<file path="config.mk">
export PLATFORM = sky130hd
export DESIGN_NAME = i_rd_addr_gen
export DESIGN_NICKNAME = d
export VERILOG_FILES = /design/src/rtl/i_rd_addr_gen.sv
export SDC_FILE = /design/constraint.sdc
export NUM_CORES = 1
export LEC_CHECK = 0
export ABC_AREA = 1
export BUFFER_PORTS_ARGS = -buffer_cell sky130_fd_sc_hd__buf_2
export CAP_MARGIN = 0
export CORE_ASPECT_RATIO = 1.2
export CORE_UTILIZATION = 35
export CTS_CLUSTER_SIZE = 12
export DETAILED_ROUTE_END_ITERATION = 7
export SYNTH_ARGS = -nofsm -noshare
export SYNTH_HDL_FRONTEND = slang
export SYNTH_SLANG_ARGS = --single-unit
</file>
<file path="constraint.sdc">
create_clock -name clk -period 2.3 [get_ports clk]
set_input_delay 0.575 -clock clk [delete_from_list [all_inputs] [get_ports clk]]
set_output_delay 0.575 -clock clk [all_outputs]
set_load 0.02 [all_outputs]
</file>
<file path="src/rtl/i_rd_addr_gen.sv">
// Read-side address generator: walks an image in SRAM in row-major order,
// one req/ack transfer per pixel, with row and frame completion strobes.
module i_rd_addr_gen #(
    parameter int WIDTH_BITS = 13,
    parameter int ADDR_BITS  = 24
) (
    input  logic                  clk,
    input  logic                  clear,
    input  logic                  start,
    input  logic [WIDTH_BITS-1:0] img_width,
    input  logic [WIDTH_BITS-1:0] img_height,
    input  logic [ADDR_BITS-1:0]  base_addr,
    input  logic                  rd_ack,
    output logic                  rd_req,
    output logic [ADDR_BITS-1:0]  rd_addr,
    output logic [WIDTH_BITS-1:0] col,
    output logic [WIDTH_BITS-1:0] row,
    output logic                  row_done,
    output logic                  frame_done,
    output logic                  busy
);

    localparam logic [1:0] ST_IDLE = 2'd0;
    localparam logic [1:0] ST_READ = 2'd1;
    localparam logic [1:0] ST_DONE = 2'd2;

    localparam logic [WIDTH_BITS-1:0] W_ZERO = {WIDTH_BITS{1'b0}};
    localparam logic [WIDTH_BITS-1:0] W_ONE  = {{(WIDTH_BITS-1){1'b0}}, 1'b1};
    localparam logic [ADDR_BITS-1:0]  A_ZERO = {ADDR_BITS{1'b0}};
    localparam logic [ADDR_BITS-1:0]  A_ONE  = {{(ADDR_BITS-1){1'b0}}, 1'b1};

    // Counter helpers; address wraps silently at 2^ADDR_BITS.
    function automatic logic [WIDTH_BITS-1:0] inc_w(input logic [WIDTH_BITS-1:0] v);
        return v + W_ONE;
    endfunction

    function automatic logic [ADDR_BITS-1:0] inc_a(input logic [ADDR_BITS-1:0] v);
        return v + A_ONE;
    endfunction

    logic [1:0]            state_r,      state_s;
    logic [WIDTH_BITS-1:0] width_r,      width_s;
    logic [WIDTH_BITS-1:0] height_r,     height_s;
    logic [ADDR_BITS-1:0]  base_r,       base_s;
    logic [ADDR_BITS-1:0]  rd_addr_r,    rd_addr_s;
    logic [WIDTH_BITS-1:0] col_r,        col_s;
    logic [WIDTH_BITS-1:0] row_r,        row_s;
    logic                  rd_req_r,     rd_req_s;
    logic                  row_done_r,   row_done_s;
    logic                  frame_done_r, frame_done_s;
    logic                  busy_r,       busy_s;

    logic xfer_s;
    logic last_col_s;
    logic last_row_s;
    logic dim_zero_s;

    // Transfer qualification and end-of-row/frame boundaries from latched dimensions.
    always_comb begin
        xfer_s     = rd_req_r & rd_ack;
        last_col_s = (col_r == (width_r - W_ONE));
        last_row_s = (row_r == (height_r - W_ONE));
        dim_zero_s = (img_width == W_ZERO) | (img_height == W_ZERO);
    end

    // Next-state and next-output computation.
    always_comb begin
        state_s      = state_r;
        width_s      = width_r;
        height_s     = height_r;
        base_s       = base_r;
        rd_addr_s    = rd_addr_r;
        col_s        = col_r;
        row_s        = row_r;
        rd_req_s     = rd_req_r;
        busy_s       = busy_r;
        row_done_s   = 1'b0;
        frame_done_s = 1'b0;

        case (state_r)
            ST_IDLE: begin
                if (start) begin
                    if (dim_zero_s) begin
                        // Empty frame: report completion without issuing any request.
                        state_s      = ST_DONE;
                        frame_done_s = 1'b1;
                        busy_s       = 1'b1;
                    end else begin
                        state_s   = ST_READ;
                        width_s   = img_width;
                        height_s  = img_height;
                        base_s    = base_addr;
                        rd_addr_s = base_addr;
                        col_s     = W_ZERO;
                        row_s     = W_ZERO;
                        rd_req_s  = 1'b1;
                        busy_s    = 1'b1;
                    end
                end else begin
                    state_s = ST_IDLE;
                end
            end

            ST_READ: begin
                if (xfer_s) begin
                    rd_addr_s = inc_a(rd_addr_r);
                    if (!last_col_s) begin
                        col_s = inc_w(col_r);
                    end else begin
                        row_done_s = 1'b1;
                        if (!last_row_s) begin
                            col_s = W_ZERO;
                            row_s = inc_w(row_r);
                        end else begin
                            // Final pixel: col/row keep their last values through DONE.
                            state_s      = ST_DONE;
                            rd_req_s     = 1'b0;
                            frame_done_s = 1'b1;
                        end
                    end
                end else begin
                    state_s = ST_READ;
                end
            end

            ST_DONE: begin
                state_s  = ST_IDLE;
                rd_req_s = 1'b0;
                busy_s   = 1'b0;
                col_s    = W_ZERO;
                row_s    = W_ZERO;
            end

            default: begin
                state_s  = ST_IDLE;
                rd_req_s = 1'b0;
                busy_s   = 1'b0;
                col_s    = W_ZERO;
                row_s    = W_ZERO;
            end
        endcase
    end

    // State and output registers with synchronous clear.
    always_ff @(posedge clk) begin
        if (clear) begin
            state_r      <= ST_IDLE;
            width_r      <= W_ZERO;
            height_r     <= W_ZERO;
            base_r       <= A_ZERO;
            rd_addr_r    <= A_ZERO;
            col_r        <= W_ZERO;
            row_r        <= W_ZERO;
            rd_req_r     <= 1'b0;
            row_done_r   <= 1'b0;
            frame_done_r <= 1'b0;
            busy_r       <= 1'b0;
        end else begin
            state_r      <= state_s;
            width_r      <= width_s;
            height_r     <= height_s;
            base_r       <= base_s;
            rd_addr_r    <= rd_addr_s;
            col_r        <= col_s;
            row_r        <= row_s;
            rd_req_r     <= rd_req_s;
            row_done_r   <= row_done_s;
            frame_done_r <= frame_done_s;
            busy_r       <= busy_s;
        end
    end

    assign rd_req     = rd_req_r;
    assign rd_addr    = rd_addr_r;
    assign col        = col_r;
    assign row        = row_r;
    assign row_done   = row_done_r;
    assign frame_done = frame_done_r;
    assign busy       = busy_r;

endmodule

</file>
* Yosys cells after proc, flatten, opt, wreduce, memory -nomap -nowiden
Cells that the tools add are included.
** Operators by class
- Eq/ne operators :: 12
- Bitwise logic cells :: 5
- Add/sub/neg operators :: 5
- Reductions and logical operators :: 12
- Multiplexer cells :: 35
** Operators with widths (count)
- $mux 13 :: 8
- $mux 24 :: 3
- $pmux 13 s2 :: 2
- $pmux 24 s2 :: 1
- $add 13x1->13 const B :: 2
- $eq 13x13->1 :: 2
- $logic_not 13->1 :: 2
- $sub 13x1->13 const B :: 2
- $add 24x1->24 const B :: 1
- $mux 1 :: 12
- $ne 2x2->1 const B :: 6
- $mux 2 :: 5
- $reduce_and 5->1 :: 2
- $ne 3x3->1 const B :: 3
- $reduce_and 4->1 :: 2
- $pmux 1 s2 :: 3
- $pmux 2 s2 :: 1
- $reduce_and 2->1 :: 2
- $not 1->1 :: 3
- $reduce_and 3->1 :: 1
- $reduce_or 3->1 :: 1
- $eq 2x1->1 const B :: 1
- $logic_not 2->1 :: 1
- $reduce_bool 2->1 :: 1
- other kinds (2) :: 2
** Storage, ports and cells
- Flip-flop bits (word level) :: 82
- Output and inout bits :: 54
- Input bits :: 54

* Logic depth before layout (Yosys ltp)
Gate-level depths: netlist of run 1.
- Depth in word-level cells :: 6
- Depth in mapped cells :: 17
- Gate-level depth less buffers :: 17

* Worst setup path after synthesis of run 1
No wires, ideal clock.
- Path kind :: register -> register
- From :: reg width_r[0]
- To :: reg row_r[0], in the netlist row[0]
- Library setup time :: 0.112 ns
- Arrival time :: 1.952 ns
- Path slack :: 0.236 ns
- Stages on the path, launching flop included :: 17
- Required time :: 2.188 ns
- Cells stage by stage :: dfxtp_1 inv_1 ha_1 inv_1 nand2_1 nand2_1 xor2_1 nand2_1 nor2_1 nand3_2 inv_2 nand2_4 nand2_8 nand3_4 buf_6 a21oi_2 nor2_1
** On the way
- Word-level cells in the longest chain between the ends :: 4
** Ends and longest elaborated chain
- start, declared :: RTL line 42 : logic [WIDTH_BITS-1:0] width_r, width_s;
- start signal, assigned :: RTL line 160 : width_r <= width_s;
- $sub 13x1->13 :: RTL line 61 : last_col_s = (col_r == (width_r - W_ONE));
- $eq 13x13->1 :: RTL line 61
- $ne 2x2->1 (no line)
- $reduce_and 5->1 (no line)
- end signal, assigned :: RTL line 165 : row_r <= row_s;
- end, declared :: RTL line 47 : logic [WIDTH_BITS-1:0] row_r, row_s;
No other way between the ends.
A chain may end at the register's enable or synchronous reset.

* Worst setup path in the final report of run 1
- From :: reg width_r[1]
- To :: reg col_r[10], in the netlist col[10]
** On the way
- Word-level cells in the longest chain between the ends :: 5
** Ends and longest elaborated chain
- $sub 13x1->13 * :: RTL line 61
- $eq 13x13->1 * :: RTL line 61
- $mux 13 :: RTL line 107 : if (!last_col_s) begin
- $mux 13 :: RTL line 105 : if (xfer_s) begin
- $pmux 13 s2 :: RTL line 80 : case (state_r)
- end signal, assigned :: RTL line 164 : col_r <= col_s;
- end, declared :: RTL line 46 : logic [WIDTH_BITS-1:0] col_r, col_s;
Every way passes the cells marked *; elsewhere a longest branch is shown, timed or not. The select of a mux whose other input is x is not followed.

==> parameters.txt, run 1 <==
Parameter                              Value

Setup path
  Chain of cells forming the critical path ... inv_1, ha_2, or2_2, nand4_1, nand3b_1, nor2_1, nand3b_1, nor2_4, nand3_4, buf_4, nand3_1, a21oi_1
  Cell repeated most along the worst path ... nand3b_1
  Critical-path maximum fanout ... 10
  Buffers & Inverters on Critical Path ... 2
  Worst Path Class, Setup ... flip-flop to flip-flop
  Data required time of the critical path ... 2.53 ns
  Critical path's slowest cell ... dfxtp_1
  Largest stage delay, worst path ... 0.34 ns
  Setup crit end kind ... flip-flop
  Cell family with most CP delay ... simple AND/OR/NAND/NOR gates
  Sort of element at the start of the critical path ... flip-flop
  Arrival time of the worst setup path ... about 2.3 ns

STA
  Rel. slew slack ... between 60% and 70%
  Period utilisation layout ... between 90% and 100%
  Minimum clock period after layout ... 2.08 ns
  Max Clock Freq ... slightly below 0.5 GHz
  Final-report max-slew violation count ... 0
  Slew at the pin closest to its max-slew limit ... 0.483 ns
  Unrepaired setup endpoints after global routing ... false
  Smallest hold slack ... around 0.48 ns
  Clock Skews ... 0.00961 ns
  Final hold vios ... 0
  Post-route setup TNS ... 0 ns
  Final setup violating endpoints ... 0

Clock network
  Insertion delay of the later-clocked pin in the worst-skew pair ... 0.35 ns
  Number of buffers inserted during clock tree synthesis ... 9
  Number of buffers between clock root and the deepest sink ... 2
  Depth of the CTS H-tree ... 3
  Clock-pin transition on the worst setup and hold timing paths ... about 0.070 ns
  Cell at the root of the clock tree ... clkbuf_16
  Clock tree from TritonCTS ... yes
  Setup Buffers After CTS ... 0
  Clock tree sinks ... 82

Placement
  Number of I/O port buffers ... between 100 and 150
  Weighted congestion reported at the end of routability-driven placement ... about 0.86
  Dpl hpwl ... between 10 and 15 mm

Route
  DR WL/cell ... approximately 14 microns
  Vias per inst ... between 4 and 5
  Final Routed Wirelength ... 16.9 mm
  Routed Antenna Nets ... 0
  Via total after detailed routing ... 6178
  Drt initial violations ... between 300 and 400
  Remaining routing DRC violations ... 0
  First-pass iteration count of the detailed router ... 5

Final layout
  FILL cells ... 1703
  Antenna cells ... 0
  Seq. cell area ... about 1600 sq um
  Number of nets in the layout ... 1095
  Area Overhead vs Synth ... 23.8%
  Proportion of layout cells with a drive suffix above 1 ... 20.4%
  Multi-input gate area in the final layout ... 3630 sq um

Yosys
  Top-area cell type share of the netlist area ... approximately 29%
  Post-synthesis cell area ... 5700 sq um
  Cell type contributing the most total cell area after synthesis ... dfxtp_1
  Number of enable-type register cells in the synthesized netlist ... 0
  Synthesized area divided by synthesized cell count ... 6.24 sq um
  Ys Warns ... 0
  Fraction of synthesis flops using an asynchronous set or reset pin ... 0%
  Number of standard cells after synthesis ... 914
  Biggest area contributors in the synthesized netlist ... dfxtp_1 (29%), nand2_1 (14%), nor2_1 (8.6%), nand3_1 (6.2%), a21oi_1 (5.9%)
  Unique cell type count in the Yosys netlist ... 39
  Leading post-synthesis cells by instance count ... nand2_1 (217), nor2_1 (130), inv_1 (87)
  Seq/Total Area, Yosys ... 28.8%
  Synthesis-stage register bit count ... 82
  Synthesized netlist net count ... about 970
  Top_reg_cell synth ... dfxtp_1
  Most frequent cell after synthesis ... nand2_1

Global routing
  Vias in the first global route ... 5703
  First-pass GRT wire length ... 27.5 mm
  GR Layer Usage met3 ... 3.42%
  GR peak layer ... met2
  Initial antenna violation count ... 1
  GR met1 Demand/Resource ... a little over a quarter
  Global Route met2 Usage ... around a third
  Maximum number of pins on one net before global-route repair ... 43
  Global-route usage over all layers ... 20.2%
  Aggregate global routing overflow ... 0

Die
  Starting utilization of the core area ... 36.2%
  Die height ... 142 microns
  Std-Cell Rows ... 50
  Full die area ... 16800 sq um
  IO Pins ... 108
  Core Box Area ... 15800 sq um
  Horiz. Die Dim ... 119 microns

Power
  Total power divided by cell area ... roughly 810 nW/um^2
  Leakage dissipation ... 3.16 nW
  Maximum vdd ir drop ... 0.000390 V

Min path
  Tightest Hold Check Type ... flip-flop to flip-flop

Status
  Run status ... completed

Run
  # Max-Cap Violations ... 0
-- per-layer routing --
metal,vias to the layer above,wire (microns)
met3,21,786
met4,0,363
met1,2794,7990
met5,-,0
li1,3224,-
met2,139,7730
-- timing repair --
item | in CTS | in global routing
hold buffers | 0 | 0
endpoints found under the setup margin | 0 | 31
resized for setup | 0 | 15
-- final cells by class --
cell class                 count  share of cell area [%]
multi-input combinational    709                    51.5
sequential                    82                    23.3
timing repair buffer         144                    12.5
inverter                      90                    4.80
tap                          208                    3.69
clock buffer                   9                    3.19
clock inverter                 7                    1.10
-- worst register-to-register path, cell delays in order (launching register included) --
cell and delay, ns:
dfxtp_1 0.34, inv_1 0.06, ha_2 0.32, or2_2 0.10, nand4_1 0.10, nand3b_1 0.18
nor2_1 0.10, nand3b_1 0.12, nor2_4 0.15, nand3_4 0.11, buf_4 0.21, nand3_1 0.10
a21oi_1 0.07
-- registers in the layout (all words and copies together), names as in the netlist --
name	flops
rd_addr	24
col	13
height_r	13
row	13
width_r	13
state_r	2
busy	1
frame_done	1
rd_req	1
row_done	1
-- power by group --
| part | internal [mW] | switching [mW] | total (mW) |
|---|---|---|---|
| registers | 1.60 | 0.222 | 1.82 |
| clock network | 0.851 | 0.646 | 1.50 |
| logic | 0.876 | 1.54 | 2.41 |
| total | 3.33 | 2.40 | 5.73 |
-- layout by cell type, fill, tap and decap left out, drive strengths merged --
master      n
o21ai      55
nor4        7
o31ai       1
clkinv      5
clkbuf      9
a31oi       8
nor3b       3
nand3      76
nand3b      6
a211oi      1
xnor2      13
clkinvlp    1
nor3       16
buf       144
nand4      20
bufinv      1
inv        90
a21oi      70
or2         8
nand2     226
o21bai     11
o211ai      2
ha          5
xor2       36
nor2      145
dfxtp      82
-- kinds of logic (layout without fill, tap and decap cells) --
logic type | after synthesis | count (layout) | share of synthesized area (%)
AND/OR/NAND/NOR | 505 | 507 | 39.8
AO/OA/AOI/OAI | 148 | 148 | 14.0
buffers and inverters | 125 | 250 | 8.80
flip-flops | 82 | 82 | 28.8
XOR/XNOR | 49 | 49 | 7.53
adder cells (fa/ha/maj) | 5 | 5 | 1.10
-- path summary, 6_finish.rpt --
check	cells past startpoint	slack [ns]	end	startpoint
setup / recovery	12	0.22	col[10]	width_r[1]
hold / removal	2	0.48	height_r[12]	height_r[12]
setup reg to reg	12	0.22	col[10]	width_r[1]
hold reg to reg	2	0.48	height_r[12]	height_r[12]
-- metrics by stage --
stage	power, mW	utilization [%]	instances	instance area (sq um)	worst slack [ns]
after floorplan	3.52	-	914	5700	0.236
after global placement	4.19	42.4	1231	6680	0.0744
after detailed placement	4.20	42.4	1231	6680	0.0471
after CTS	5.72	44.3	1247	6990	0.102
after global routing	6.15	44.8	1249	7060	0.00750
final	5.73	44.8	1249	7060	0.219
No activity file was read; power rests on OpenSTA's default activity.
==> run 2, diff against run 1 <==
==> constraint.sdc (replaced) <==
create_clock -name clk -period 2.3 [get_ports clk]
set_input_delay 0.575 -clock clk [delete_from_list [all_inputs] [get_ports clk]]
set_output_delay 0.575 -clock clk [all_outputs]
set_load 0.05 [all_outputs]
==> parameters.txt, run 2 (synthesized netlist as in run 1, its figures left out) <==
Parameter                              Value

Status
  Run status ... completed

Placement
  Weighted congestion reported at the end of routability-driven placement ... between 0.8 and 0.9
  Dpl hpwl ... between 10 and 15 mm
  Area after detailed placement ... 6610 sq um
  Setup Slack @ Placement ... -0.0699 ns
  Number of I/O port buffers ... 107

STA
  Unrepaired setup endpoints after global routing ... false
  Minimum clock period after layout ... 2.13 ns
  Final-report max-slew violation count ... 0
  Rel. slew slack ... 65.8%
  Final hold vios ... 0
  Period utilisation layout ... between 90 and 100%
  Smallest hold slack ... between 0.4 and 0.5 ns
  Clock Skews ... 0.00662 ns
  Final setup violating endpoints ... 0
  Max Clock Freq ... between 0.4 and 0.5 GHz
  Slew at the pin closest to its max-slew limit ... 0.508 ns
  Fin worst setup slack ... 0.171 ns

Die
  IO Pins ... 108
  Die height ... 142 microns
  Horiz. Die Dim ... between 100 and 150 microns
  Full die area ... 16800 sq um
  Std-Cell Rows ... 50
  Core Box Area ... 15800 sq um
  Starting utilization of the core area ... 36.2%

Clock network
  Number of buffers inserted during clock tree synthesis ... 9
  # hold bufs at CTS ... 0
  Cell at the root of the clock tree ... clkbuf_16
  Clock tree from TritonCTS ... yes
  Insertion delay of the later-clocked pin in the worst-skew pair ... 0.34 ns
  Number of buffers between clock root and the deepest sink ... 2
  Clock-pin transition on the worst setup and hold timing paths ... 0.06 ns
  Depth of the CTS H-tree ... 3
  Clock tree sinks ... 82

Global routing
  First-pass GRT wire length ... between 20 and 30 mm
  Global-route usage over all layers ... 20.2%
  Initial antenna violation count ... 1
  Maximum number of pins on one net before global-route repair ... 46
  Aggregate global routing overflow ... 0
  Vias in the first global route ... roughly 5700

Route
  First-pass iteration count of the detailed router ... 5
  Remaining routing DRC violations ... 0
  Final Routed Wirelength ... ~17 mm
  Vias per inst ... 4.99
  Drt initial violations ... 366
  Via total after detailed routing ... 6195
  DR WL/cell ... 13.7 microns
  Routed Antenna Nets ... 0

Final layout
  Leading cell type in the layout, fill and taps excluded ... nand2_1
  Number of nets in the layout ... approximately 1100
  Area of all placed cells without fillers ... 7030 sq um
  Max FFs per register ... 24
  Antenna cells ... 0
  Most frequent cells in the layout ... nand2_1 (215), nor2_1 (126), buf_2 (107), inv_1 (87), dfxtp_1 (77)
  Area Overhead vs Synth ... 23.4%
  Proportion of layout cells with a drive suffix above 1 ... between 20% and 30%

Setup path
  Cell repeated most along the worst path ... nand2_1
  Data required time of the critical path ... 2.51 ns
  Critical-path maximum fanout ... 5
  Setup crit end kind ... flip-flop
  Worst flop-to-flop path endpoint ... col[12]
  Launch point of the worst reg-to-reg path ... height_r[1]
  Sort of element at the start of the critical path ... flip-flop
  WP depth ... 14
  Arrival time of the worst setup path ... 2.34 ns
  Flop-to-flop setup slack ... roughly 0.17 ns
  Cell family with most CP delay ... simple AND/OR/NAND/NOR gates
  Chain of cells forming the critical path ... inv_1, ha_2, or2_1, nand2_1, nand2_1, nand2_1, nand3_1, nor2_2, nand2_2, nor2_4, nand3_4, clkbuf_16, nand3_1, a21oi_2
  Worst Path Class, Setup ... flip-flop to flip-flop
  Critical path's slowest cell ... dfxtp_1
  Length in cells of the worst reg-to-reg path ... 14
  Largest stage delay, worst path ... 0.35 ns
  Buffers & Inverters on Critical Path ... 2

Power
  Post-route total power ... 5.82 mW
  Net switching fraction of the power ... 44.6%
  Leakage dissipation ... around 3.1 nW
  Maximum vdd ir drop ... 0.000412 V
  Internal power consumption ... 3.22 mW
  Total power divided by cell area ... around 830 nW/um^2
  Switch Pwr ... 2.59 mW
  Share of power burned in registers ... 31.4%
  Logic pwr share ... ~45%
  Clock Power Share ... 24.0%

Run
  # Max-Cap Violations ... 0

Min path
  Tightest Hold Check Type ... input pin to flip-flop
  Hold-critical path endpoint ... rd_addr[0]
  Depth of the worst hold-timing path ... 3
  Hold Startpoint ... base_addr[0]
==> run 2: cell types whose count changed in the layout (fill, tap and decap cells not counted), sizes merged <==
cell,before,now
clkinvlp,1,2
clkinv,5,6
clkbuf,9,11
buf,144,136
inv,90,88
bufinv,1,0
==> run 2: worst max path at each step <==
stage,start,end,slack (ns)
after global placement,img_height[1],height_r[0],-0.13
after CTS,width_r[0],row[1],0.08
after global routing,rd_addr[2],rd_addr[23],0.0005
final,height_r[1],col[12],0.17
after floorplan,col[3],row[5],0.14
after detailed placement,img_height[1],width_r[11],-0.07
==> run 2: layout make-up <==
class / count / area, sq um
clock inverter: 6 / 42.5
timing repair buffer: 137 / 840
inverter: 90 / 339
clock buffer: 10 / 239
multi-input combinational: 709 / 3670
fill: 1690 / 8730
sequential: 82 / 1650
tap: 208 / 260
==> run 2: timing repair <==
action	in CTS	in global routing
setup endpoints to repair	0	28
gates resized for setup	0	23
setup buffers	0	1
==> run 2: power groups by stage <==
stage	logic, mW	registers [mW]	clock network (mW)
floorplan	1.62	2.10	0
global placement	2.50	1.85	0
detailed placement	2.51	1.85	0
CTS	2.53	1.82	1.43
global route	2.90	1.86	1.49
finish	2.60	1.83	1.39
==> run 2: tightest hold or removal path, stage by stage <==
cell      delay (ns)
buf_2           0.07
a211oi_1        0.05
nor2_1          0.07
==> run 2: metrics by stage <==
| stage | setup TNS (ns) | instances | util [%] |
|---|---|---|---|
| after global routing | 0 | 1242 | 44.6 |
| after detailed placement | -0.721 | 1222 | 41.9 |
| after global placement | -1.61 | 1222 | 41.9 |
| final | 0 | 1242 | 44.6 |
| after CTS | 0 | 1238 | 43.7 |
| after floorplan | 0 | 914 | - |
==> run 2: metal layers <==
layer | global-route usage, % | vias to the layer above | wire, microns
met5 | 0 | - | 0
li1 | - | 3202 | -
met1 | 25.9 | 2819 | 7890
met4 | 7.66 | 0 | 361
met2 | 33.9 | 152 | 7900
met3 | 3.42 | 22 | 855
==> run 3, diff against run 2 <==
Settings changed: CORE_ASPECT_RATIO 1.2 to 0.75.
Clock period 2.3 ns to 2.2 ns, I/O delays scaled along.
==> parameters.txt, run 3 (synthesized netlist as in run 1, its figures left out) <==
Parameter                              Value

Min path
  Tightest Hold Check Type ... input pin to flip-flop
  Depth of the worst hold-timing path ... 3
  Hold Startpoint ... base_addr[0]
  Hold-critical path endpoint ... rd_addr[0]

Route
  DR WL/cell ... 14.0 microns
  Via total after detailed routing ... roughly 6300
  Vias per inst ... between 4 and 5
  First-pass iteration count of the detailed router ... 5
  Remaining routing DRC violations ... 0
  Drt initial violations ... 393
  Routed Antenna Nets ... 0
  Final Routed Wirelength ... 17.7 mm

Global routing
  First-pass GRT wire length ... 28.3 mm
  Aggregate global routing overflow ... 0
  Vias in the first global route ... approximately 5600
  GR met1 Demand/Resource ... 31.6%
  Initial antenna violation count ... 0
  Global-route usage over all layers ... 21.2%
  Global Route met2 Usage ... 30.0%
  Maximum number of pins on one net before global-route repair ... 46
  GR peak layer ... met1
  GR Layer Usage met3 ... roughly 4.7%

Final layout
  Max FFs per register ... 24
  Utilization after layout ... between 40% and 50%
  Number of nets in the layout ... 1113
  Area Overhead vs Synth ... 27.8%
  Area of all placed cells without fillers ... 7280 sq um
  Most frequent cells in the layout ... nand2_1 (214), nor2_1 (119), buf_2 (107), inv_1 (85), dfxtp_1 (75)
  Final instance count without filler cells ... 1269
  Proportion of layout cells with a drive suffix above 1 ... a little under a quarter
  Seq. cell area ... 1650 sq um
  Multi-input gate area in the final layout ... 3720 sq um
  FILL cells ... 1705
  Antenna cells ... 0
  Leading cell type in the layout, fill and taps excluded ... nand2_1

Setup path
  Worst flop-to-flop path endpoint ... col[4]
  Setup crit end kind ... flip-flop
  Worst Path Class, Setup ... flip-flop to flip-flop
  Flop-to-flop setup slack ... between 0.1 and 0.15 ns
  Length in cells of the worst reg-to-reg path ... 14
  Arrival time of the worst setup path ... around 2.3 ns
  Launch point of the worst reg-to-reg path ... height_r[1]
  Data required time of the critical path ... roughly 2.4 ns
  Sort of element at the start of the critical path ... flip-flop
  Critical-path maximum fanout ... 4

Clock network
  Depth of the CTS H-tree ... 3
  Clock-pin transition on the worst setup and hold timing paths ... 0.07 ns
  Cell at the root of the clock tree ... clkbuf_16
  Insertion delay of the later-clocked pin in the worst-skew pair ... 0.35 ns
  Clock tree sinks ... 82
  Number of buffers between clock root and the deepest sink ... 2
  Number of buffers inserted during clock tree synthesis ... 9
  # hold bufs at CTS ... 0
  Clock tree from TritonCTS ... yes

Placement
  Placed Cells ... 1244
  Area after detailed placement ... 6770 sq um
  Number of I/O port buffers ... 107
  Dpl hpwl ... ~13 mm
  Weighted congestion reported at the end of routability-driven placement ... 0.900

Power
  Maximum vdd ir drop ... 0.000399 V
  Total power divided by cell area ... 871 nW/um^2
  Leakage dissipation ... 3.26 nW
  Post-route total power ... 6.34 mW

STA
  Slew at the pin closest to its max-slew limit ... 0.529 ns
  Unrepaired setup endpoints after global routing ... true
  Smallest hold slack ... 0.434 ns
  Rel. slew slack ... 64.7%
  Max Clock Freq ... slightly below 0.5 GHz
  Final hold vios ... 0
  Final setup violating endpoints ... 0
  Clock Skews ... 0.0140 ns
  Final-report max-slew violation count ... 0
  Minimum clock period after layout ... 2.08 ns
  Period utilisation layout ... between 90% and 100%

Die
  Horiz. Die Dim ... 149 microns
  Full die area ... 16800 sq um
  IO Pins ... roughly 110
  Std-Cell Rows ... 40
  Core Box Area ... roughly 16000 sq um
  Die height ... 113 microns
  Starting utilization of the core area ... 35.7%

Status
  Run status ... completed

Run
  # Max-Cap Violations ... 0
-- run 3: worst max path at each step --
stage / from / endpoint / cells after the start
2_1_floorplan: col[3] / row[5] / 14
3_5_place_dp: img_height[1] / rd_addr[6] / 10
3_3_place_gp: height_r[1] / col[1] / 15
6_report: height_r[1] / col[4] / 14
4_1_cts: height_r[1] / col[12] / 14
5_1_grt: height_r[2] / col[1] / 14
-- run 3: per-layer routing --
layer | wire (microns) | share of wire (%)
met1 | 9330 | 53
met2 | 7250 | 41
met3 | 911 | 5.1
met4 | 234 | 1.3
met5 | 0 | 0
-- run 3: critical path, cell delays in order (launching register included) --
cell     delay [ns]
dfxtp_2        0.34
inv_1          0.07
ha_4           0.18
or2_1          0.24
nand2_1        0.06
nand2_1        0.05
nand2_2        0.08
nand3_2        0.08
nor2_1         0.11
nand2_1        0.11
nor2_4         0.16
nand3_4        0.12
buf_4          0.17
nand3_1        0.09
a21oi_1        0.08
-- run 3: power by group --
group / total, mW / leakage (nW) / internal, mW / switching (mW)
combinational: 2.93 / 2.44 / 1.02 / 1.91
clock: 1.49 / 0.146 / 0.831 / 0.658
sequential: 1.93 / 0.674 / 1.68 / 0.249
-- run 3: layout make-up --
class / instances / share of cell area [%]
clock inverter: 5 / 0.498
multi-input combinational: 709 / 51.0
clock buffer: 11 / 3.47
sequential: 82 / 22.7
tap: 210 / 3.61
timing repair buffer: 162 / 14.1
inverter: 90 / 4.65
-- run 3: repair_timing --
item,4_1_cts,5_1_grt
setup endpoints to repair,9,33
resized for setup,4,41
pin swaps,3,14
buffers inserted,0,6
gates cloned,1,2
-- run 3: metrics by stage --
stage / TNS (ns) / worst slack (ns)
finish: 0 / 0.123
floorplan: 0 / 0.0395
global placement: 0 / 0.0000688
CTS: 0 / 0.0185
global route: -0.198 / -0.0497
detailed placement: -0.328 / -0.0470
